==> src/rtl/sq_mag_energy_detector.sv <==
// Frame energy detector: sums N square-magnitude samples per frame, then holds
// the total and a threshold flag until downstream accepts it.
module sq_mag_energy_detector #(
  parameter int unsigned DATA_W       = 32,
  parameter int unsigned FFT_LEN_LOG2 = 8,
  parameter int unsigned ACC_W        = DATA_W + FFT_LEN_LOG2
) (
  input  logic              clk,
  input  logic              rst,
  input  logic [DATA_W-1:0] s_mag,
  input  logic              s_valid,
  input  logic              s_last,
  output logic              s_ready,
  input  logic [ACC_W-1:0]  threshold,
  output logic [ACC_W-1:0]  out_energy,
  output logic              out_detect,
  output logic              out_valid,
  input  logic              out_ready,
  output logic              frame_err
);

  typedef enum logic [0:0] {StAccum, StHold} state_e;

  state_e                  state_q, state_d;
  logic [ACC_W-1:0]        acc_q, acc_d;
  logic [FFT_LEN_LOG2-1:0] cnt_q, cnt_d;
  logic [ACC_W-1:0]        energy_q, energy_d;
  logic                    detect_q, detect_d;
  logic                    err_q, err_d;

  logic [ACC_W-1:0] sum;
  logic             last_bin;

  assign sum      = acc_q + ACC_W'(s_mag);
  assign last_bin = (cnt_q == {FFT_LEN_LOG2{1'b1}});

  // Handshake flags depend on state only, so there is no path from s_* to out_*.
  assign s_ready    = (state_q == StAccum);
  assign out_valid  = (state_q == StHold);
  assign out_energy = energy_q;
  assign out_detect = detect_q;
  assign frame_err  = err_q;

  always_comb begin
    state_d  = state_q;
    acc_d    = acc_q;
    cnt_d    = cnt_q;
    energy_d = energy_q;
    detect_d = detect_q;
    err_d    = 1'b0;

    unique case (state_q)
      StAccum: begin
        if (s_valid) begin
          if (s_last && last_bin) begin
            energy_d = sum;
            detect_d = (sum > threshold);
            acc_d    = '0;
            cnt_d    = '0;
            state_d  = StHold;
          end else if (s_last || last_bin) begin
            // Early or missing last: drop the partial frame and resync.
            err_d = 1'b1;
            acc_d = '0;
            cnt_d = '0;
          end else begin
            acc_d = sum;
            cnt_d = cnt_q + 1'b1;
          end
        end
      end
      StHold: begin
        if (out_ready) begin
          state_d = StAccum;
        end
      end
      default: state_d = StAccum;
    endcase
  end

  always_ff @(posedge clk) begin
    if (rst) begin
      state_q  <= StAccum;
      acc_q    <= '0;
      cnt_q    <= '0;
      energy_q <= '0;
      detect_q <= 1'b0;
      err_q    <= 1'b0;
    end else begin
      state_q  <= state_d;
      acc_q    <= acc_d;
      cnt_q    <= cnt_d;
      energy_q <= energy_d;
      detect_q <= detect_d;
      err_q    <= err_d;
    end
  end

endmodule
==> config.mk <==
export PLATFORM = sky130hd
export DESIGN_NAME = sq_mag_energy_detector
export DESIGN_NICKNAME = d
export VERILOG_FILES = /design/src/rtl/sq_mag_energy_detector.sv
export SDC_FILE = /design/constraint.sdc
export NUM_CORES = 1
export LEC_CHECK = 0
export ABC_AREA = 1
export CAP_MARGIN = 0
export CORE_MARGIN = 2
export CORE_UTILIZATION = 25
export DETAILED_ROUTE_END_ITERATION = 8
export GPL_TIMING_DRIVEN = 0
export PLACE_DENSITY_LB_ADDON = 0.12
export REMOVE_ABC_BUFFERS = 1
export SLEW_MARGIN = 20
export SYNTH_ARGS = -nofsm -noshare
export SYNTH_HDL_FRONTEND = slang
export SYNTH_SLANG_ARGS = --single-unit
==> constraint.sdc <==
create_clock -name clk -period 3.3 [get_ports clk]
set_clock_uncertainty 0.1 [all_clocks]
set_input_delay 0.66 -clock clk [delete_from_list [all_inputs] [get_ports clk]]
set_output_delay 0.66 -clock clk [all_outputs]
set_load 0.01 [all_outputs]
==> results of run 1 <==
-- routing by layer --
metal | part of all wire | up-vias | global-route usage | wire [um]
met1 | 0.51 | 3533 | 0.224 | 12700
met4 | 0.011 | 0 | 0.0375 | 278
met5 | 0 | - | 0 | 0
met3 | 0.034 | 15 | 0.0201 | 849
met2 | 0.45 | 101 | 0.262 | 11200
li1 | - | 4084 | - | -
-- path summary, 6_finish.rpt --
path                                                  from                          to  slack, ps  cells after the start
worst max register to register       acc_q[0]$_SDFFE_PP0P_     out_detect$_SDFFE_PP0P_        150                     20
worst min register to register  out_energy[2]$_SDFFE_PP0P_  out_energy[2]$_SDFFE_PP0P_        370                      2
worst min-delay path            out_energy[2]$_SDFFE_PP0P_  out_energy[2]$_SDFFE_PP0P_        370                      2
worst max-delay path                             s_mag[13]     out_detect$_SDFFE_PP0P_         90                     22
-- registers in the layout, summed over array words and instances, names as in the netlist --
| signal | flops |
|---|---|
| out_valid | 1 |
| frame_err | 1 |
| cnt_q | 8 |
| acc_q | 40 |
| out_detect | 1 |
| out_energy | 40 |
-- per-stage QoR --
step                 util  setup slack, ps  setup TNS (ps)  cells  hold slack, ps
floorplan               -             53.7               0   1187             343
global placement    0.308            -3180         -207280   1691             356
detailed placement  0.311            -1330          -23900   1694             359
CTS                 0.350             -215            -215   1720             371
global route        0.382             -100            -100   1745             411
finish              0.382             87.4               0   1745             369
-- area by class of cell --
cell class                 count  area, um2  share of cell area
sequential                    91       1820               0.166
tap                          384        480              0.0437
timing repair buffer         158       1470               0.134
multi-input combinational    889       6110               0.556
inverter                     207        782              0.0711
clock inverter                 7       98.8             0.00899
clock buffer                   9        225              0.0205
-- Yosys cell counts, types with 2 or more instances --
| cell | count | area (um2) |
|---|---|---|
| o21ai_1 | 9 | 45.0 |
| a31oi_1 | 3 | 18.8 |
| o211ai_1 | 3 | 22.5 |
| o21ai_0 | 39 | 195 |
| xor2_1 | 17 | 149 |
| nor3_1 | 15 | 75.1 |
| nor4_1 | 4 | 25.0 |
| nor2_2 | 6 | 37.5 |
| a21oi_1 | 95 | 475 |
| inv_1 | 205 | 769 |
| nand2_1 | 373 | 1400 |
| nand3b_1 | 2 | 15.0 |
| o21a_1 | 2 | 15.0 |
| buf_4 | 2 | 15.0 |
| xnor2_1 | 7 | 61.3 |
| buf_8 | 2 | 30.0 |
| buf_2 | 5 | 25.0 |
| clkbuf_1 | 13 | 48.8 |
| buf_1 | 3 | 11.3 |
| dfxtp_1 | 91 | 1820 |
| nand3_1 | 70 | 350 |
| nand3_2 | 5 | 50.1 |
| xor2_2 | 2 | 32.5 |
| nor2_1 | 144 | 541 |
| ha_1 | 73 | 913 |
| nand4_1 | 8 | 50.1 |
| nand2_2 | 3 | 18.8 |
-- worst min-delay path: cells and delay by family (launching register included) --
family / cells / cell delay [ps]
AOI/OAI and AO/OA: 1 / 50
DFF: 1 / 320
and+or+nand+nor: 1 / 60
-- cell families after synthesis --
group           after synthesis  share of synthesized area
compound gates              153                      0.107
xor+xnor                     26                     0.0331
fa+ha+maj                    74                      0.127
buf+inv                     234                      0.126
flops                        91                      0.248
simple gates                636                      0.358
-- layout by cell type (no fill, tap or decap), types with 9 or more instances in the layout --
cell type,n
nand2_2,82
nor2_2,18
clkbuf_2,16
nor2_4,21
ha_4,39
nor2_1,112
nand3_1,57
nor3_1,11
xor2_1,14
dfxtp_1,91
nand2_1,263
a21oi_1,70
nand3_2,11
clkdlybuf4s50_1,87
o21ai_1,12
buf_4,34
nand2_4,32
inv_2,12
ha_1,34
clkbuf_16,9
a21oi_2,17
o21ai_0,35
inv_1,194
-- power breakdown --
group	switching (W)	internal [W]	total [W]
logic	0.000633	0.000444	0.00108
registers	0.0000246	0.00112	0.00115
clock network	0.000533	0.000674	0.00121
-- what timing repair did --
| action | in CTS | in global routing |
|---|---|---|
| endpoints found under the setup margin | 42 | 24 |
| pin swaps | 24 | 109 |
| buffers inserted | 10 | 25 |
| hold buffers | 0 | 0 |
| gates resized for setup | 162 | 241 |
==> reports/results.ini, run 1 <==
[floorplanning]
coreArea_um2 = 28800
die_w_um = 175
initial_utilization = 0.255
rows = 62
io_pins = 121
die_y_um = 175
die_area_um2 = 30700

[synth]
synth_area_per_cell_um2 = 6.05
yosysWarnings = 0
async_flop_share = 0
synth_cell_types = 40
synth_edf_count = 0
synth.ff_latch_count = 91
ys_seq_area_frac = 0.248
synth_area_um2 = 7340
synth_flop_cell = dfxtp_1
synthCells = 1214

[global_route]
grt_first_pass_wirelength_um = 38600
antenna_found_initial = 0
grt_usage = 0.160
grt_pass1_vias = 7325
gr-total-overflow = 0
grt_max_degree = 49

[timing]
period_needed_ps = 3210
final_hold_viol_count = 0
rsz0062_at_grt = true
post-route-period-util = 0.974
relSlewSlack = 0.632
setup_viol = 0
slew_viol_final = 0
fmax_mhz = 311
tightest_slew_ps = 551

[placement]
hpwl_um = 19100
numPortBuffers = 120
place.gp.congestion = 0.855
dpl_cell_area_um2 = 8950

[finish]
finish.instance_area_um2 = 11000
diodes = 0
drive_gt1_frac = 0.248
nFillCells = 3085
syn_to_final_growth_pct = 49.8
final_nets = 1507

[clock_network]
cts_max_path_buffers = 2
cts-root-buf = clkbuf_16
clock_latency_ps = 360
tritoncts = built
cts_inserted_buffers = 9
numClockSinks = 91
htreeDepth = 3
clkTransAtPathRegs_ps = 80

[routing]
avgViaCountPerCell = 4.43
drtIter0Drc = 329
wire_per_inst_um = 14.4
drtPass1Iterations = 4
antenna_left = 0
drc_errors = 0
vias = 7733
routed_wl_um = 25000

[worst_setup_path]
cp.arrival_ps = 3340
path_cells = clkdlybuf4s15_1, ha_4, nand2_4, nor2_4, nand2_1, inv_1, nand4_1, nand3_4, nand2_4, nand2_1, nand2_1, nand2_1, ha_1, nand4_1, buf_6, inv_1, nand2_2, nand3_4, a21oi_4, nand3_1, nand2_1, a21oi_1
cp_common_cell = nand2_1
end_kind = flip-flop
path_buf_inv = 4
crit_path_start_kind = input port
cpLargestDelayFamily = simple AND/OR/NAND/NOR gates
path_max_fanout = 4
max_stage_delay_ps = 330
critPathRequiredTime_ps = 3430
worst_path_max_delay_cell = ha_4
worst-setup-path-type = input port to flip-flop

[pwr]
p_per_area_nw_per_um2 = 312
vdd_ir_drop_max_v = 0.000225
power.total_w = 0.00343
leakage_nw = 5.39

[run_status]
status = complete, no violations

[worst_hold_path]
hold_path_class = flip-flop to flip-flop

[flow_run]
cap_violations = 0

Note: power is estimated with default switching activity, not from simulation.
==> inputs of run 2 (changes only) <==
Clock period 3.3 ns to 2.85 ns, I/O delays scaled along.
==> run 2 against run 1 <==
Compared with the run above:
- the run now ends with negative setup slack left
- cell count increased by 1.4%
- hold slack about the same
- routed wire length grew 1.6%
- critical endpoint unchanged
==> reports/results.ini, run 2 (synthesis results as in run 1) <==
[run_status]
status = finished, violations left
failed_checks = negative setup slack

[placement]
dpl_cell_area_um2 = 8950
numPortBuffers = 120
pre_cts_slack_ps = -1690
hpwl_um = 19100
place.gp.congestion = 0.855

[worst_setup_path]
path_max_fanout = 5
path_cells = dlygate4sd2_1, ha_4, nand2_1, inv_1, nand2_2, nor4_2, nand2_2, nand3_1, nand2_1, ha_1, nand4_1, nor3_4, nand2_1, nor2_1, nand2_1, nand3_1, nand2_1, a21oi_1
cp_common_cell = nand2_1
max_stage_delay_ps = 320
cp.arrival_ps = 3360
worst_path_max_delay_cell = ha_4
worst-setup-path-type = input port to flip-flop
crit_path_start_kind = input port
critPathRequiredTime_ps = 3040
end_kind = flip-flop

[finish]
layout.cells.most_common = nand2_1
drive_gt1_frac = 0.242
regArea_um2 = 1820
mostFrequentLayoutCells = nand2_1 (278), inv_1 (197), nor2_1 (120), dfxtp_1 (89), clkdlybuf4s50_1 (87)
syn_to_final_growth_pct = 49.9
diodes = 0
finish.instance_area_um2 = 11000
multiInputGateArea_um2 = 5900
nFillCells = 3081
final_nets = 1532

[timing]
relSlewSlack = 0.626
fmax_mhz = 315
setup_viol = 1
worst_hold_slack_ps = 369
setup_slack_ps = -322
slew_viol_final = 0
post-route-period-util = 1.11
final_hold_viol_count = 0
period_needed_ps = 3170
tightest_slew_ps = 560
tns_ps = -322
rsz0062_at_grt = true

[global_route]
gr-total-overflow = 0
grt_max_degree = 49
grt_first_pass_wirelength_um = 40400
antenna_found_initial = 0
grt_pass1_vias = 7744
grt_usage = 0.167

[clock_network]
clkTransAtPathRegs_ps = 80
cts_max_path_buffers = 2
clock_latency_ps = 360
cts-root-buf = clkbuf_16
tritoncts = built
numClockSinks = 91
cts_inserted_buffers = 9
htreeDepth = 3

[routing]
route.met3.wl_um = 874
wire_per_inst_um = 14.4
drc_errors = 0
dr.max_layer_used = met4
wl_met1_um = 12800
routed_wl_um = 25500
route.met2.wl_um = 11500
vias = 7845
antenna_left = 0
drtIter0Drc = 341
drtPass1Iterations = 5
avgViaCountPerCell = 4.43

[floorplanning]
die_area_um2 = 30700
die_w_um = 175
initial_utilization = 0.255
io_pins = 121
die_y_um = 175
rows = 62
coreArea_um2 = 28800

[pwr]
leakage_nw = 5.38
vdd_ir_drop_max_v = 0.000269
p_per_area_nw_per_um2 = 363

[flow_run]
cap_violations = 0

[worst_hold_path]
hold_path_class = flip-flop to flip-flop

run 2: routing by layer:
| metal | vias up | global-route usage |
|---|---|---|
| li1 | 4132 | - |
| met1 | 3569 | 0.229 |
| met2 | 131 | 0.281 |
| met3 | 13 | 0.0190 |
| met4 | 0 | 0.0358 |
| met5 | - | 0 |
run 2: layout make-up:
type	instances	area share
inverters	207	0.0713
clock buffers	9	0.0205
flip-flops and latches	91	0.166
well taps	384	0.0437
multi-input cells	889	0.537
repair buffers	183	0.153
clock inverters	7	0.00898
run 2: per-stage QoR:
step                total power [W]  utilization  std cells
floorplan                   0.00191            -       1187
global placement            0.00227        0.308       1691
detailed placement          0.00228        0.311       1694
CTS                         0.00401        0.380       1768
global route                0.00423        0.382       1770
finish                      0.00399        0.382       1770
run 2: critical path: cells and delay by family:
| family | cells | cell delay [ps] |
|---|---|---|
| buffers and inverters | 2 | 410 |
| and+or+nand+nor | 13 | 1660 |
| AOI/OAI and AO/OA | 1 | 110 |
| adders and majority gates | 2 | 600 |
run 2: worst paths after layout:
path                                                  from                          to  slack [ps]  cells past startpoint
worst max register to register       acc_q[0]$_SDFFE_PP0P_     out_detect$_SDFFE_PP0P_        -260                     20
worst max-delay path                             s_mag[26]     out_detect$_SDFFE_PP0P_        -320                     18
worst min register to register  out_energy[2]$_SDFFE_PP0P_  out_energy[2]$_SDFFE_PP0P_         370                      2
worst min-delay path            out_energy[2]$_SDFFE_PP0P_  out_energy[2]$_SDFFE_PP0P_         370                      2
run 2: power by group:
group / switching, W / leakage [nW] / internal (W)
logic: 0.000728 / 4.49 / 0.000536
clock network: 0.000618 / 0.162 / 0.000781
registers: 0.0000289 / 0.737 / 0.00130
run 2: timing repair:
item | in CTS | in global routing
setup buffers | 58 | 6
pin swaps | 117 | 22
setup endpoints to repair | 42 | 43
gates resized for setup | 333 | 28
hold buffers | 0 | 0
